## config.mk

```make
export PLATFORM = sky130hd
export DESIGN_NAME = cube_buffer_write_arbiter_flat
export DESIGN_NICKNAME = d
export VERILOG_FILES = /design/src/rtl/cube_buffer_write_arbiter_if.sv /design/src/rtl/cube_buffer_write_arbiter.sv /design/src/flat_wrapper.sv
export SDC_FILE = /design/constraint.sdc
export NUM_CORES = 1
export LEC_CHECK = 0
export ABC_AREA = 1
export CORE_ASPECT_RATIO = 1.1
export CORE_UTILIZATION = 55
export DETAILED_ROUTE_END_ITERATION = 8
export DONT_BUFFER_PORTS = 1
export HOLD_SLACK_MARGIN = 0.02
export PLACE_DENSITY = 0.7
export SETUP_SLACK_MARGIN = 0.4
export SLEW_MARGIN = 20
export SYNTH_ARGS = -nofsm -noshare
export SYNTH_HDL_FRONTEND = slang
export SYNTH_SLANG_ARGS = --single-unit
export TNS_END_PERCENT = 5
```

## constraint.sdc

```tcl
create_clock -name clk -period 3.5 [get_ports clk]
set_input_delay 0.175 -clock clk [delete_from_list [all_inputs] [get_ports clk]]
set_output_delay 0.175 -clock clk [all_outputs]
set_load 0.01 [all_outputs]
```

## src/rtl/cube_buffer_write_arbiter_if.sv

```systemverilog
// Bundles the two producer ports and the shared frame-buffer write port.
// "slave" is the arbiter's view of the bundle.
// "master" is the producer/frame-buffer side of the bundle.
interface cube_buffer_write_arbiter_if;
  logic        usb_req;
  logic [31:0] usb_chunk_data;
  logic [3:0]  usb_chunk_addr;
  logic [3:0]  usb_row_addr;
  logic [1:0]  usb_panel_addr;
  logic        usb_chunk_write_enable;
  logic        usb_grant;
  logic        pat_req;
  logic [31:0] pat_chunk_data;
  logic [3:0]  pat_chunk_addr;
  logic [3:0]  pat_row_addr;
  logic [1:0]  pat_panel_addr;
  logic        pat_chunk_write_enable;
  logic        pat_grant;
  logic [31:0] chunk_data;
  logic [3:0]  chunk_addr;
  logic [3:0]  row_addr;
  logic [1:0]  panel_addr;
  logic        chunk_write_enable;
  logic [1:0]  owner;
  logic        row_done;
  logic [7:0]  timeout_count;

  modport slave (
    input  usb_req, usb_chunk_data, usb_chunk_addr, usb_row_addr, usb_panel_addr,
           usb_chunk_write_enable,
    input  pat_req, pat_chunk_data, pat_chunk_addr, pat_row_addr, pat_panel_addr,
           pat_chunk_write_enable,
    output usb_grant, pat_grant, chunk_data, chunk_addr, row_addr, panel_addr,
           chunk_write_enable, owner, row_done, timeout_count
  );

  modport master (
    output usb_req, usb_chunk_data, usb_chunk_addr, usb_row_addr, usb_panel_addr,
           usb_chunk_write_enable,
    output pat_req, pat_chunk_data, pat_chunk_addr, pat_row_addr, pat_panel_addr,
           pat_chunk_write_enable,
    input  usb_grant, pat_grant, chunk_data, chunk_addr, row_addr, panel_addr,
           chunk_write_enable, owner, row_done, timeout_count
  );
endinterface

```

## src/rtl/cube_buffer_write_arbiter.sv

```systemverilog
// Row-atomic arbiter sharing the frame-buffer write port between the USB
// host path and the on-board pattern generator. All outputs are registered.
// The owner's write appears on the bus one cycle after it is presented.
module cube_buffer_write_arbiter #(
  parameter int TIMEOUT_CYCLES = 1024,
  parameter int CHUNKS_PER_ROW = 16,
  parameter int USB_PRIORITY   = 1
) (
  input logic                         clk,
  input logic                         reset,
  cube_buffer_write_arbiter_if.slave  bus
);

  localparam int              WD_W       = (TIMEOUT_CYCLES > 1) ? $clog2(TIMEOUT_CYCLES) : 1;
  localparam logic [WD_W-1:0] WD_LAST    = WD_W'(TIMEOUT_CYCLES - 1);
  localparam logic [3:0]      LAST_CHUNK = 4'(CHUNKS_PER_ROW - 1);

  typedef enum logic [1:0] {
    ST_IDLE      = 2'd0,
    ST_GRANT_USB = 2'd1,
    ST_GRANT_PAT = 2'd2,
    ST_RELEASE   = 2'd3
  } state_t;

  state_t          state_r, state_next_s;
  logic [WD_W-1:0] wdog_r;
  logic            usb_next_r;
  logic            usb_grant_r, pat_grant_r, cwe_r, row_done_r;
  logic [1:0]      owner_r;
  logic [31:0]     data_r;
  logic [3:0]      chunk_addr_r, row_addr_r;
  logic [1:0]      panel_addr_r;
  logic [7:0]      timeout_count_r;

  logic            owner_req_s, owner_we_s, row_end_s, timeout_s;
  logic [31:0]     owner_data_s;
  logic [3:0]      owner_chunk_s, owner_row_s;
  logic [1:0]      owner_panel_s;

  // Select the current owner's request and write bus; nothing is selected outside a grant.
  always_comb begin
    owner_req_s   = 1'b0;
    owner_we_s    = 1'b0;
    owner_data_s  = 32'h0000_0000;
    owner_chunk_s = 4'h0;
    owner_row_s   = 4'h0;
    owner_panel_s = 2'h0;
    case (state_r)
      ST_GRANT_USB: begin
        owner_req_s   = bus.usb_req;
        owner_we_s    = bus.usb_chunk_write_enable;
        owner_data_s  = bus.usb_chunk_data;
        owner_chunk_s = bus.usb_chunk_addr;
        owner_row_s   = bus.usb_row_addr;
        owner_panel_s = bus.usb_panel_addr;
      end
      ST_GRANT_PAT: begin
        owner_req_s   = bus.pat_req;
        owner_we_s    = bus.pat_chunk_write_enable;
        owner_data_s  = bus.pat_chunk_data;
        owner_chunk_s = bus.pat_chunk_addr;
        owner_row_s   = bus.pat_row_addr;
        owner_panel_s = bus.pat_panel_addr;
      end
      default: begin
        owner_req_s = 1'b0;
        owner_we_s  = 1'b0;
      end
    endcase
  end

  // Next-state decision; in a grant, row completion beats request drop, which beats the watchdog.
  always_comb begin
    state_next_s = state_r;
    row_end_s    = 1'b0;
    timeout_s    = 1'b0;
    case (state_r)
      ST_IDLE: begin
        if (bus.usb_req && bus.pat_req) begin
          if ((USB_PRIORITY != 0) || usb_next_r) begin
            state_next_s = ST_GRANT_USB;
          end else begin
            state_next_s = ST_GRANT_PAT;
          end
        end else if (bus.usb_req) begin
          state_next_s = ST_GRANT_USB;
        end else if (bus.pat_req) begin
          state_next_s = ST_GRANT_PAT;
        end else begin
          state_next_s = ST_IDLE;
        end
      end
      ST_GRANT_USB, ST_GRANT_PAT: begin
        if (owner_we_s && (owner_chunk_s == LAST_CHUNK)) begin
          state_next_s = ST_RELEASE;
          row_end_s    = 1'b1;
        end else if (!owner_req_s) begin
          state_next_s = ST_RELEASE;
        end else if (!owner_we_s && (wdog_r == WD_LAST)) begin
          state_next_s = ST_RELEASE;
          timeout_s    = 1'b1;
        end else begin
          state_next_s = state_r;
        end
      end
      ST_RELEASE: state_next_s = ST_IDLE;
      default:    state_next_s = ST_IDLE;
    endcase
  end

  // State register, watchdog and round-robin pointer.
  always_ff @(posedge clk) begin
    if (reset) begin
      state_r    <= ST_IDLE;
      wdog_r     <= '0;
      usb_next_r <= 1'b1;
    end else begin
      state_r <= state_next_s;
      if ((state_r == ST_GRANT_USB) || (state_r == ST_GRANT_PAT)) begin
        wdog_r <= owner_we_s ? '0 : (wdog_r + WD_W'(1));
      end else begin
        wdog_r <= '0;
      end
      if ((state_r == ST_IDLE) && (state_next_s == ST_GRANT_USB)) begin
        usb_next_r <= 1'b0;
      end else if ((state_r == ST_IDLE) && (state_next_s == ST_GRANT_PAT)) begin
        usb_next_r <= 1'b1;
      end
    end
  end

  // Registered grant/owner flags, forwarded write bus, row-done pulse and revocation counter.
  always_ff @(posedge clk) begin
    if (reset) begin
      usb_grant_r     <= 1'b0;
      pat_grant_r     <= 1'b0;
      owner_r         <= 2'b00;
      cwe_r           <= 1'b0;
      row_done_r      <= 1'b0;
      data_r          <= 32'h0000_0000;
      chunk_addr_r    <= 4'h0;
      row_addr_r      <= 4'h0;
      panel_addr_r    <= 2'h0;
      timeout_count_r <= 8'h00;
    end else begin
      usb_grant_r <= (state_next_s == ST_GRANT_USB);
      pat_grant_r <= (state_next_s == ST_GRANT_PAT);
      owner_r     <= {(state_next_s == ST_GRANT_PAT), (state_next_s == ST_GRANT_USB)};
      cwe_r       <= owner_we_s;
      row_done_r  <= row_end_s;
      if (owner_we_s) begin
        data_r       <= owner_data_s;
        chunk_addr_r <= owner_chunk_s;
        row_addr_r   <= owner_row_s;
        panel_addr_r <= owner_panel_s;
      end
      if (timeout_s && (timeout_count_r != 8'hFF)) begin
        timeout_count_r <= timeout_count_r + 8'd1;
      end
    end
  end

  assign bus.usb_grant          = usb_grant_r;
  assign bus.pat_grant          = pat_grant_r;
  assign bus.owner              = owner_r;
  assign bus.chunk_write_enable = cwe_r;
  assign bus.row_done           = row_done_r;
  assign bus.chunk_data         = data_r;
  assign bus.chunk_addr         = chunk_addr_r;
  assign bus.row_addr           = row_addr_r;
  assign bus.panel_addr         = panel_addr_r;
  assign bus.timeout_count      = timeout_count_r;

endmodule

```

## src/flat_wrapper.sv

```systemverilog
// flat-port wrapper written by rule: the top's interface ports become plain ports
module cube_buffer_write_arbiter_flat 
#(
  parameter int TIMEOUT_CYCLES = 1024,
  parameter int CHUNKS_PER_ROW = 16,
  parameter int USB_PRIORITY   = 1
)
  (clk, reset, bus_usb_req, bus_usb_chunk_data, bus_usb_chunk_addr, bus_usb_row_addr, bus_usb_panel_addr, bus_usb_chunk_write_enable, bus_pat_req, bus_pat_chunk_data, bus_pat_chunk_addr, bus_pat_row_addr, bus_pat_panel_addr, bus_pat_chunk_write_enable, bus_usb_grant, bus_pat_grant, bus_chunk_data, bus_chunk_addr, bus_row_addr, bus_panel_addr, bus_chunk_write_enable, bus_owner, bus_row_done, bus_timeout_count);
  cube_buffer_write_arbiter_if bus_i ();
  input logic clk;
  input logic reset;
  input wire logic [$bits(bus_i.usb_req)-1:0] bus_usb_req;
  input wire logic [$bits(bus_i.usb_chunk_data)-1:0] bus_usb_chunk_data;
  input wire logic [$bits(bus_i.usb_chunk_addr)-1:0] bus_usb_chunk_addr;
  input wire logic [$bits(bus_i.usb_row_addr)-1:0] bus_usb_row_addr;
  input wire logic [$bits(bus_i.usb_panel_addr)-1:0] bus_usb_panel_addr;
  input wire logic [$bits(bus_i.usb_chunk_write_enable)-1:0] bus_usb_chunk_write_enable;
  input wire logic [$bits(bus_i.pat_req)-1:0] bus_pat_req;
  input wire logic [$bits(bus_i.pat_chunk_data)-1:0] bus_pat_chunk_data;
  input wire logic [$bits(bus_i.pat_chunk_addr)-1:0] bus_pat_chunk_addr;
  input wire logic [$bits(bus_i.pat_row_addr)-1:0] bus_pat_row_addr;
  input wire logic [$bits(bus_i.pat_panel_addr)-1:0] bus_pat_panel_addr;
  input wire logic [$bits(bus_i.pat_chunk_write_enable)-1:0] bus_pat_chunk_write_enable;
  output wire logic [$bits(bus_i.usb_grant)-1:0] bus_usb_grant;
  output wire logic [$bits(bus_i.pat_grant)-1:0] bus_pat_grant;
  output wire logic [$bits(bus_i.chunk_data)-1:0] bus_chunk_data;
  output wire logic [$bits(bus_i.chunk_addr)-1:0] bus_chunk_addr;
  output wire logic [$bits(bus_i.row_addr)-1:0] bus_row_addr;
  output wire logic [$bits(bus_i.panel_addr)-1:0] bus_panel_addr;
  output wire logic [$bits(bus_i.chunk_write_enable)-1:0] bus_chunk_write_enable;
  output wire logic [$bits(bus_i.owner)-1:0] bus_owner;
  output wire logic [$bits(bus_i.row_done)-1:0] bus_row_done;
  output wire logic [$bits(bus_i.timeout_count)-1:0] bus_timeout_count;
  assign bus_i.usb_req = bus_usb_req;
  assign bus_i.usb_chunk_data = bus_usb_chunk_data;
  assign bus_i.usb_chunk_addr = bus_usb_chunk_addr;
  assign bus_i.usb_row_addr = bus_usb_row_addr;
  assign bus_i.usb_panel_addr = bus_usb_panel_addr;
  assign bus_i.usb_chunk_write_enable = bus_usb_chunk_write_enable;
  assign bus_i.pat_req = bus_pat_req;
  assign bus_i.pat_chunk_data = bus_pat_chunk_data;
  assign bus_i.pat_chunk_addr = bus_pat_chunk_addr;
  assign bus_i.pat_row_addr = bus_pat_row_addr;
  assign bus_i.pat_panel_addr = bus_pat_panel_addr;
  assign bus_i.pat_chunk_write_enable = bus_pat_chunk_write_enable;
  assign bus_usb_grant = bus_i.usb_grant;
  assign bus_pat_grant = bus_i.pat_grant;
  assign bus_chunk_data = bus_i.chunk_data;
  assign bus_chunk_addr = bus_i.chunk_addr;
  assign bus_row_addr = bus_i.row_addr;
  assign bus_panel_addr = bus_i.panel_addr;
  assign bus_chunk_write_enable = bus_i.chunk_write_enable;
  assign bus_owner = bus_i.owner;
  assign bus_row_done = bus_i.row_done;
  assign bus_timeout_count = bus_i.timeout_count;
  cube_buffer_write_arbiter #(.TIMEOUT_CYCLES(TIMEOUT_CYCLES), .CHUNKS_PER_ROW(CHUNKS_PER_ROW), .USB_PRIORITY(USB_PRIORITY)) u_core (.clk(clk), .reset(reset), .bus(bus_i));
endmodule
```

* Word-level counts from Yosys, hierarchy flattened *
Cells that the tools add are included.

storage, ports and cells
  register bits = 68
  input port bits = 90
  output and inout bits = 56
  word-level logic and storage cells = 52

cells by class
  add/subtract/negate cells = 2
  equal/unequal tests = 8
  multiplexer cells = 18
  bitwise logic cells = 2
  reduce and logical (&&, ||, !) cells = 10

operator list
  cell                   count
  $pmux 32 s2            1
  $pmux 4 s2             2
  $mux 2                 6
  $add 10x1->10 const B  1
  $eq 10x10->1 const B   1
  $add 8x1->8 const B    1
  $ne 8x8->1 const B     1
  $eq 2x2->1 const B     3
  $pmux 2 s3             1
  $mux 1                 5
  $eq 2x1->1 const B     2
  $eq 4x4->1 const B     1
  $logic_and 1x1->1      4
  $pmux 1 s2             2
  $pmux 2 s2             1
  $reduce_or 2->1        2
  $reduce_or 3->1        1
  $logic_not 2->1        1
  $not 1->1              2
  $logic_not 1->1        1
  $logic_or 1x1->1       1

* Longest topological paths before layout *
Gate-level depths: netlist of the first run.

  word-level depth = 9
  depth in mapped cells = 14
  depth with buffers taken out = 13

* Least setup slack after synthesis of the first run *
OpenSTA, ideal clock, no wires.

  path type = reg2reg
  start point = register u_core.state_r[0]
  end point = register u_core.timeout_count_r[5] (netlist: u_core.bus.timeout_count[5])
  library setup time = 0.116 ns
  arrival = 1.437 ns
  data required time = 3.384 ns
  slack = 1.948 ns
  cell stages (with the launch flop) = 12
  buffers on the path = 1
  clock period less this slack = 1.552 ns
  cells stage by stage = dfxtp_1 -> inv_1 -> ha_1 -> buf_6 -> nand2_2 -> nand2_2 -> nand2_4 -> nand2_2 -> nor2_8 -> nand3_1 -> o21ai_0 -> nor2_1

on the way
  longest elaborated chain between the ends = 9
  elaborated cells between the ends (all ways) = 15
  those cells by class = eq/ne (3); mux (7); reduce/logical (5)

ends and longest elaborated chain
  item                                      line                                                              text
  from (decl)                               cube_buffer_write_arbiter.sv:25                                   state_t state_r, state_next_s;
  from (signal assigned)                    cube_buffer_write_arbiter.sv:118                                  state_r <= state_next_s;
  $eq 2x2->1 or $eq 2x1->1 (tied branches)  cube_buffer_write_arbiter.sv:48, cube_buffer_write_arbiter.sv:77
  $pmux 1 s2                                cube_buffer_write_arbiter.sv:48                                   case (state_r)
  $logic_not 1->1                           cube_buffer_write_arbiter.sv:99                                   end else if (!owner_we_s && (wdog_r == WD_LAST)) begin
  $logic_and 1x1->1                         cube_buffer_write_arbiter.sv:99
  $mux 1                                    cube_buffer_write_arbiter.sv:99
  $mux 1                                    cube_buffer_write_arbiter.sv:97                                   end else if (!owner_req_s) begin
  $mux 1                                    cube_buffer_write_arbiter.sv:94                                   if (owner_we_s && (owner_chunk_s == LAST_CHUNK)) begin
  $mux 1 *                                  cube_buffer_write_arbiter.sv:77                                   case (state_r)
  $logic_and 1x1->1 *                       cube_buffer_write_arbiter.sv:157                                  if (timeout_s && (timeout_count_r != 8'hFF)) begin
  to (signal assigned)                      cube_buffer_write_arbiter.sv:158                                  timeout_count_r <= timeout_count_r + 8'd1;
  to (decl)                                 cube_buffer_write_arbiter.sv:33                                   logic [7:0] timeout_count_r;

Every way passes the cells marked *; elsewhere a longest branch is shown, timed or not.
A chain may end at the register's enable or synchronous reset.

* Worst setup path in the final report of the first run *
  start point = register u_core.state_r[0]
  end point = register u_core.data_r[11] (netlist: u_core.bus.chunk_data[11])

on the way
  longest elaborated chain between the ends = 2
  elaborated cells between the ends (all ways) = 4
  those cells by class = eq/ne (2); mux (2)

ends and longest elaborated chain
  item                                       line                              text
  $eq 2x2->1 or $eq 2x1->1 (tied branches)   cube_buffer_write_arbiter.sv:48
  $pmux 32 s2 or $pmux 1 s2 (tied branches)  cube_buffer_write_arbiter.sv:48
  to (signal assigned)                       cube_buffer_write_arbiter.sv:152  data_r <= owner_data_s;
  to (decl)                                  cube_buffer_write_arbiter.sv:30   logic [31:0] data_r;

Parallel ways exist; a longest one is shown, timed or not.

==> results of run 1 <==
==> synthesized netlist by cell type, types with 2 or more instances <==
cell type	instances	area (um^2)
dfxtp_1	66	1320
nor2_1	65	244
o21ai_0	47	235
nand2_1	40	150
a221oi_1	38	333
inv_1	20	75.1
clkbuf_1	16	60.1
a21oi_1	9	45.0
nand3_1	6	30.0
buf_2	5	25.0
ha_1	5	62.6
inv_2	5	18.8
nand2_2	5	31.3
nor2_2	4	25.0
a31oi_1	3	18.8
nand4_1	3	18.8
o21ai_1	3	15.0
buf_4	2	15.0
buf_6	2	22.5
nand2_4	2	22.5
nor3b_1	2	15.0
o21a_1	2	15.0
==> per-stage QoR <==
step / utilization (%) / setup WS [ns] / hold slack, ns / cell area, um^2 / total power [mW]
detailed placement: 57.4 / 1.45 / 0.246 / 2910 / 1.00
CTS: 73.6 / 1.37 / 0.0200 / 3730 / 1.69
finish: 74.2 / 1.23 / 0.0234 / 3760 / 1.71
floorplan: - / 1.95 / 0.330 / 2950 / 0.977
global placement: 57.4 / 1.55 / 0.244 / 2910 / 0.995
global route: 74.2 / 1.15 / 0.0204 / 3760 / 1.77
==> worst max-delay path: cells and delay by family (launching register included) <==
kind	cells	cell delay, ns
AOI/OAI and AO/OA	1	0.40
adders and majority gates	1	0.35
buffers and inverters	2	0.69
DFF	1	0.38
and+or+nand+nor	2	0.32
==> power breakdown <==
| part | internal (mW) | switching, mW | total (mW) |
|---|---|---|---|
| logic | 0.0965 | 0.127 | 0.223 |
| registers | 0.788 | 0.0436 | 0.831 |
| clock network | 0.364 | 0.293 | 0.656 |
| total | 1.25 | 0.463 | 1.71 |
==> kinds of logic after synthesis <==
kind of cell,synth area share [%]
xor+xnor,0.595
compound gates,23.3
simple gates,21.7
flops,44.8
buf+inv,7.52
fa+ha+maj,2.12
==> worst paths after layout <==
kind | from | end | slack, ns | cells after the start
setup / recovery | u_core.state_r[0] | u_core.bus.chunk_data[11] | 1.23 | 6
hold / removal | bus_usb_chunk_data[17] | u_core.bus.chunk_data[17] | 0.02 | 2
setup reg to reg | u_core.state_r[0] | u_core.bus.chunk_data[11] | 1.23 | 6
hold reg to reg | u_core.wdog_r[0] | u_core.wdog_r[0] | 0.46 | 1
==> per-layer routing <==
| layer | vias up | global-route usage (%) | part of all wire [%] |
|---|---|---|---|
| li1 | 1364 | - | - |
| met1 | 1363 | 35.5 | 40 |
| met2 | 166 | 47.7 | 49 |
| met3 | 28 | 8.50 | 8.6 |
| met4 | 0 | 15.1 | 2.8 |
| met5 | - | 0 | 0 |
==> cell usage in the layout (no fill, tap or decap), types with 2 or more instances in the layout <==
cell           instances
dfxtp_1               66
nor2_1                65
dlygate4sd3_1         65
o21ai_0               47
nand2_1               40
a221oi_1              38
inv_1                 20
clkbuf_8              11
a21oi_1                9
nand3_1                6
inv_2                  5
nand2_2                5
ha_1                   5
nor2_2                 4
o21ai_1                3
nand4_1                3
a31oi_1                3
nor3b_1                2
nand2_4                2
o21a_1                 2
buf_4                  2
==> layout make-up <==
type / count / area share [%]
inverter: 25 / 2.50
clock buffer: 11 / 4.03
clock inverter: 4 / 1.36
multi-input combinational: 247 / 37.3
timing repair buffer: 67 / 17.7
sequential: 66 / 35.1
tap: 58 / 1.93
==> registers in the layout (all words and copies together), names as in the netlist <==
name and count:
u_core.bus.chunk_write_enable 1, u_core.bus.chunk_addr 4, u_core.bus.row_done 1, u_core.wdog_r 10, u_core.bus.panel_addr 2, u_core.bus.row_addr 4
u_core.bus.owner 2, u_core.bus.timeout_count 8, u_core.bus.chunk_data 32, u_core.state_r 2
==> what timing repair did <==
item,CTS,global route
hold endpoints to repair,37,2
hold buffers,62,3
buffers inserted,0,0
==> metrics.md, run 1 <==
| Metric | Value |
|---|---|
| Status | complete, no violations |
| Worst skew pair latency | 0.34 ns |
| Die Wd | 71.8 um |
| Rel. slew slack | 56.0% |
| Fin. Hold Viols | 0 |
| Die Y | 78.8 um |
| Layout Nets | 511 |
| Post-Synthesis Cells | 364 |
| WP data arrival | 2.51 ns |
| Multi-input logic area | 1400 um^2 |
| Critical path launch point type | flop |
| Layout cells sized above 1 | 9.52% |
| Critical path class | reg2reg |
| Total Routing Usage GR | 29.5% |
| # Max-Cap Violations | 0 |
| Post-CTS resize count | 0 |
| CTS Buf Count | 9 |
| Fmax | 441 MHz |
| FFs w/ async S/R, synth | 0% |
| Final HPWL DP | 4590 um |
| DRT antenna net count | 0 |
| DRC | 0 |
| Period utilisation layout | 64.7% |
| Clock transition at path regs | 0.08 ns |
| PortBufs | 0 |
| Slew @ Worst Pin | 0.659 ns |
| Final Max Tran Viols | 0 |
| EDFF count, synth | 0 |
| Pre-antenna DRT Iters | 5 |
| Clock Skew | 0.0106 ns |
| CP endpoint kind | flop |
| Vias in the first global route | 2615 |
| Number of synthesized register bits | 66 |
| Slowest cell delay on critical path | 0.61 ns |
| GPL Wtd Cong | 0.779 |
| RSZ-0062 raised after global routing | false |
| Leak | 1.59 nW |
| Setup TNS | 0 ns |
| CTS tree | done |
| Diodes inserted | 0 |
| Register area share after synthesis | 44.8% |
| Initial core utilization | 58.1% |
| HP Class | in2reg |
| Vias | 2921 |
| Drt initial violations | 317 |
| Grt ovf | 0 |
| Power Dens Cells | 455 nW/um^2 |
| Tmin final | 2.27 ns |
| DR WL/cell | 17.7 um |
| FP Rows | 27 |
| # H-tree levels | 3 |
| Global-route wire length before repair | 12700 um |
| Root buffer cell | clkbuf_8 |
| Initial antenna violation count | 0 |
| WL final | 8450 um |
| Cells after DPL | 398 |
| Sequential Area | 1320 um^2 |
| Post-synth top flop | dfxtp_1 |
| CP required | 3.74 ns |
| Synthesized cell area | 2950 um^2 |
| Pin count of the biggest net entering global routing | 48 |
| Layout area overhead | 27.6% |
| Fill count | 371 |
| Core area | 5070 um^2 |
| Crit-path cells | inv_1 > ha_1 > nand2_4 > a221oi_1 > dlygate4sd3_1 > nor2_1 |
| Worst Path Max Fanout | 43 |
| Layout Cells excl Fill | 478 |
| Mean area per synthesized cell | 8.09 um^2 |
| Clk sink count | 66 |
| Crit-path slowest cell | dlygate4sd3_1 |
| Cell variety after synth | 36 |
| Die area | 5650 um^2 |
| Syn_nets | 459 |
| Syn. warnings | 0 |
| Worst ir drop on vdd | 0.000357 V |
| Ports | 146 |
| Via density | 6.11 |
| Setup-failing EPs final | 0 |
| Clock Path Buffers | 2 |
Note: power is estimated with default switching activity, not from simulation.
==> run 2, diff against run 1 <==
--- a/config.mk
+++ b/config.mk
@@ -11,7 +11,7 @@
 export DETAILED_ROUTE_END_ITERATION = 8
 export DONT_BUFFER_PORTS = 1
 export HOLD_SLACK_MARGIN = 0.02
-export PLACE_DENSITY = 0.7
+export PLACE_DENSITY = 0.73
 export SETUP_SLACK_MARGIN = 0.4
 export SLEW_MARGIN = 20
 export SYNTH_ARGS = -nofsm -noshare
==> constraint.sdc (replaced) <==
create_clock -name clk -period 1.9 [get_ports clk]
set_input_delay 0.095 -clock clk [delete_from_list [all_inputs] [get_ports clk]]
set_output_delay 0.095 -clock clk [all_outputs]
set_load 0.01 [all_outputs]
==> run 2 against run 1 <==
Effect of this change:
- total power rose by 97%
- clock skew about the same
- sequential share of layout area shrank 4.4 points
- routed wire length rose by 30%
- design area grew 15%
- critical endpoint is now u_core.bus.chunk_data[30]
- largest power group unchanged
- highest routed layer unchanged
==> metrics.md, run 2 (synthesis results as in run 1) <==
| Metric | Value |
|---|---|
| Leak | 1.79 nW |
| PortBufs | 0 |
| CTS tree | done |
| Final WS setup | 0.214 ns |
| Total power | 3.38 mW |
| Via density | 6.45 |
| Clock transition at path regs | 0.08 ns |
| Dpl cell area | 3000 um^2 |
| Die Y | 78.8 um |
| WL final | 11000 um |
| Final Max Tran Viols | 0 |
| Commonest cells after routing, fill and taps aside | dlygate4sd3_1 (83), nor2_1 (63), dfxtp_1 (63) |
| # H-tree levels | 3 |
| Clock Path Buffers | 2 |
| CTS Buf Count | 9 |
| CP endpoint kind | flop |
| Grt ovf | 0 |
| # Max-Cap Violations | 0 |
| Worst skew pair latency | 0.34 ns |
| Layout Cells excl Fill | 519 |
| Post-layout util | 85.4% |
| Core area | 5070 um^2 |
| Layout cells sized above 1 | 21.7% |
| RSZ-0062 raised after global routing | true |
| Period utilisation layout | 88.7% |
| Drt initial violations | 309 |
| Critical path class | reg2reg |
| HP Class | in2reg |
| Initial antenna violation count | 0 |
| Root buffer cell | clkbuf_8 |
| Fmax | 593 MHz |
| Critical path launch point type | flop |
| Diodes inserted | 0 |
| Fin. Hold Viols | 0 |
| Post-place setup slack | 0.189 ns |
| Ports | 146 |
| Layout Nets | 551 |
| Layout area overhead | 46.9% |
| Clk sink count | 66 |
| Pre-antenna DRT Iters | 7 |
| Setup-failing EPs final | 0 |
| Vias | 3346 |
| WP data arrival | 1.90 ns |
| Fin Hold WS | 0.0394 ns |
| Rel. slew slack | 53.3% |
| DRT antenna net count | 0 |
| Total Routing Usage GR | 36.7% |
| DRC | 0 |
| Setup TNS | 0 ns |
| Tmin final | 1.69 ns |
| FP Rows | 27 |
| Initial core utilization | 58.1% |
| Slew @ Worst Pin | 0.701 ns |
| Global-route wire length before repair | 15800 um |
| Power Dens Cells | 780 nW/um^2 |
| Vias in the first global route | 3361 |
| Final HPWL DP | 4820 um |
| Worst ir drop on vdd | 0.000618 V |
| GPL Wtd Cong | 0.868 |
| Die area | 5650 um^2 |
| Worst Path Max Fanout | 8 |
| CP required | 2.11 ns |
| Cell area after layout | 4330 um^2 |
| DR WL/cell | 21.2 um |
| Pin count of the biggest net entering global routing | 48 |
| Die Wd | 71.8 um |
| Max reg flops | 32 |
| Cells after DPL | 406 |
| Commonest non-fill, non-tap cell in the layout | dlygate4sd3_1 |
| Status | complete, no violations |
| Clock Skew | 0.0104 ns |
-- run 2: cell type report --
cell class	instances	area [um^2]
clock buffers	12	155
clock inverters	4	50.0
fillers	240	738
inverters	25	98.8
repair buffers	107	1030
multi-input cells	247	1590
flip-flops and latches	66	1330
well taps	58	72.6
-- run 2: what timing repair did --
item	in CTS	in global routing
endpoints found under the hold margin	50	0
pin swaps	14	16
hold buffers	83	0
setup buffers	12	2
resized for setup	15	29
cloned	0	0
setup endpoints to repair	54	61
-- run 2: critical path, stage by stage (launching register included) --
cell and delay (ns):
dfxtp_4 0.39, inv_4 0.05, ha_4 0.17, buf_6 0.13, buf_4 0.13, buf_4 0.16, a221oi_1 0.40, nor2_1 0.12
-- run 2: layer usage --
metal / routed length [um] / global-route usage (%) / up-vias
met5: 0 / 0 / -
met1: 3780 / 38.4 / 1539
met4: 811 / 23.7 / 0
met2: 5470 / 63.9 / 267
met3: 962 / 10.3 / 92
li1: - / - / 1448
-- run 2: path summary, 6_finish.rpt --
kind | startpoint | endpoint | slack (ns) | cells after the start
max | u_core.state_r[0] | u_core.bus.chunk_data[30] | 0.21 | 7
min | bus_pat_chunk_addr[1] | u_core.bus.chunk_addr[1] | 0.04 | 4
max reg2reg | u_core.state_r[0] | u_core.bus.chunk_data[30] | 0.21 | 7
min reg2reg | u_core.wdog_r[0] | u_core.wdog_r[0] | 0.48 | 1
-- run 2: report_power, final --
group | internal [mW] | switching, mW | total [mW]
Clock | 0.677 | 0.569 | 1.25
Combinational | 0.271 | 0.317 | 0.588
Sequential | 1.45 | 0.0903 | 1.54
==> run 3, diff against run 2 <==
--- a/config.mk
+++ b/config.mk
@@ -5,13 +5,13 @@
 export SDC_FILE = /design/constraint.sdc
 export NUM_CORES = 1
 export LEC_CHECK = 0
-export ABC_AREA = 1
 export CORE_ASPECT_RATIO = 1.1
 export CORE_UTILIZATION = 55
 export DETAILED_ROUTE_END_ITERATION = 8
 export DONT_BUFFER_PORTS = 1
 export HOLD_SLACK_MARGIN = 0.02
 export PLACE_DENSITY = 0.73
+export RECOVER_POWER = 100
 export SETUP_SLACK_MARGIN = 0.4
 export SLEW_MARGIN = 20
 export SYNTH_ARGS = -nofsm -noshare
==> constraint.sdc (replaced) <==
create_clock -name clk -period 1.9 [get_ports clk]
set_input_delay 0.095 -clock clk [delete_from_list [all_inputs] [get_ports clk]]
set_output_delay 0.095 -clock clk [all_outputs]
set_load 0.02 [all_outputs]
==> run 3 against run 2 <==
Effect of this change:
- the flow now finishes with violations (hold timing)
- final cell count is 24% lower
- register-to-register slack worse by 0.095 ns
- sequential power increased by 4%
- via count down 27%
- combinational power decreased by 29%
- largest cell class unchanged
- largest power group unchanged
==> metrics.md, run 3 <==
| Metric | Value |
|---|---|
| RSZ-0062 raised after global routing | true |
| Sw Ratio | 27.1% |
| # H-tree levels | 3 |
| Layout Cells excl Fill | 393 |
| Setup TNS | 0 ns |
| Synth top area share | 45.1% |
| Slew @ Worst Pin | 0.466 ns |
| Critical path class | reg2reg |
| Global-route wire length before repair | 10700 um |
| Layout Nets | 425 |
| Root buffer cell | clkbuf_8 |
| Rel. slew slack | 68.9% |
| Fmax | 561 MHz |
| Failing checks | hold timing |
| Via density | 6.25 |
| Routed wl met3 | 608 um |
| Critical path launch point type | flop |
| Slowest cell delay on critical path | 0.38 ns |
| Syn_nets | 418 |
| Initial antenna violation count | 0 |
| Dpl cell area | 3030 um^2 |
| Pin count of the biggest net entering global routing | 57 |
| FP Rows | 27 |
| CP required | 2.14 ns |
| Fin. Hold Viols | 55 |
| Fin Hold WS | -0.179 ns |
| DR WL/cell | 17.7 um |
| DRT antenna net count | 0 |
| Grt ovf | 0 |
| Layout area overhead | 15.3% |
| Drt initial violations | 101 |
| Diodes inserted | 0 |
| CTS tree | done |
| Worst Path Max Fanout | 6 |
| Number of synthesized register bits | 66 |
| Synth area leader | dfxtp_1 |
| Crit-path cells | inv_4 > ha_4 > a22oi_2 > buf_6 > nand3_4 > buf_4 > nor3_2 > mux2i_1 > nor2_1 |
| Mean area per synthesized cell | 9.06 um^2 |
| FFs w/ async S/R, synth | 0% |
| Setup-failing EPs final | 0 |
| Core area | 5070 um^2 |
| Post-Synthesis Cells | 323 |
| Synth Area in Adders | 2.14% |
| WL final | 6960 um |
| CP endpoint kind | flop |
| Xor/xnor cell area share of the yosys netlist | 4.49% |
| DR WL met2 | 3410 um |
| WP data arrival | 2.02 ns |
| Commonest non-fill, non-tap cell in the layout | nor2_1 |
| Crit-path slowest cell | dfxtp_4 |
| Tmin final | 1.78 ns |
| Sw power | 0.896 mW |
| Sequential share of power | 48.3% |
| Most frequent cells after synthesis | dfxtp_1 (66), nor2_1 (66), nor3_1 (41) |
| Mux cell area share after synthesis | 0.342% |
| Layout cells sized above 1 | 18.2% |
| Metal-1 WL | 2820 um |
| Vias | 2455 |
| Synthesized cell area | 2930 um^2 |
| Worst ir drop on vdd | 0.000526 V |
| CTS Buf Count | 9 |
| Clock Skew | 0.00708 ns |
| Post-synth top flop | dfxtp_1 |
| Clock transition at path regs | 0.07 ns |
| Clock Path Buffers | 2 |
| Cell area after layout | 3370 um^2 |
| Die Y | 78.5 um |
| Clock network power share | 39.1% |
| Crit path max-delay family | buffers and inverters |
| Largest family of logic cells by synthesized area | simple AND/OR/NAND/NOR gates |
| Status | finished, violations left |
| Initial core utilization | 57.8% |
| Syn. warnings | 0 |
| Register area share after synthesis | 45.1% |
| Worst skew pair latency | 0.34 ns |
| HP Class | in2reg |
| # Max-Cap Violations | 0 |
| Max reg flops | 32 |
| DRC | 0 |
| Cell internal pwr | 2.41 mW |
| Period utilisation layout | 93.8% |
| Cell variety after synth | 39 |
| PortBufs | 0 |
| EDFF count, synth | 0 |
| Die Wd | 71.6 um |
| Cells after DPL | 367 |
| Power share of the combinational group | 12.6% |
| Final HPWL DP | 4810 um |
| Ports | 146 |
| Max Used Layer | met4 |
| Final Max Tran Viols | 0 |
| Leak | 1.15 nW |
| Area contributors post-synth | dfxtp_1 (45%), a221oi_1 (12%), nor2_1 (8.5%) |
| GPL Wtd Cong | 0.748 |
| Commonest cells after routing, fill and taps aside | nor2_1 (66), dfxtp_1 (62), nor3_1 (41) |
| Worst Path Buf+Inv | 3 |
| Pre-antenna DRT Iters | 4 |
| Total Routing Usage GR | 24.8% |
| Vias in the first global route | 2296 |
| Clk sink count | 66 |
| Post-synthesis simple-gate area fraction | 26.8% |
| Synth Area in Compound Gates | 16.0% |
| Power Dens Cells | 981 nW/um^2 |
| Die area | 5620 um^2 |
==> run 3: logic make-up (layout without fill, tap and decap cells) <==
kind of cell    after synthesis  in the layout
flops                        66             66
fa+ha+maj                     5              5
buf+inv                      32             44
xor+xnor                     15             15
compound gates               54             54
simple gates                150            150
mux                           1              1
==> run 3: per-layer routing <==
layer | vias to the layer above | GRT usage (%)
met1 | 1136 | 27.1
met4 | 0 | 12.5
met5 | - | 0
met2 | 105 | 42.4
li1 | 1203 | -
met3 | 11 | 8.47
==> run 3: power by group through the flow <==
stage          combinational (mW)  sequential (mW)  clock [mW]
3_3_place_gp                0.366             1.63           0
2_1_floorplan               0.336             1.61           0
6_report                    0.418             1.60        1.29
3_5_place_dp                0.380             1.63           0
5_1_grt                     0.462             1.61        1.39
4_1_cts                     0.418             1.60        1.31
==> run 3: layout make-up <==
type,instances,area [um^2]
Clock buffer,11,141
Tap cell,58,72.6
Sequential cell,66,1330
Fill cell,414,1690
Clock inverter,5,77.6
Timing Repair Buffer,25,191
Multi-Input combinational cell,225,1550
Inverter,3,13.8
==> run 3: final timing paths <==
path | start | endpoint | slack, ns | cells after the start
worst max-delay path | u_core.state_r[0] | u_core.bus.timeout_count[1] | 0.12 | 9
worst min-delay path | reset | u_core.bus.timeout_count[1] | -0.18 | 1
worst max register to register | u_core.state_r[0] | u_core.bus.timeout_count[1] | 0.12 | 9
worst min register to register | u_core.wdog_r[0] | u_core.wdog_r[0] | 0.43 | 1
==> run 3: stage by stage <==
| step | hold slack (ns) | power (mW) | worst slack [ns] | util [%] |
|---|---|---|---|---|
| after floorplan | 0.297 | 1.94 | 0.270 | - |
| after global placement | 0.171 | 1.99 | 0.214 | 59.9 |
| after detailed placement | 0.171 | 2.01 | 0.153 | 59.9 |
| after CTS | -0.191 | 3.32 | 0.184 | 67.6 |
| after global routing | -0.194 | 3.45 | 0.0556 | 66.6 |
| final | -0.179 | 3.31 | 0.119 | 66.6 |
==> run 3: timing repair <==
item	4_1_cts	5_1_grt
hold endpoints to repair	56	56
setup endpoints to repair	66	66
resized for setup	14	3
setup buffers	8	2
pin swaps	8	9
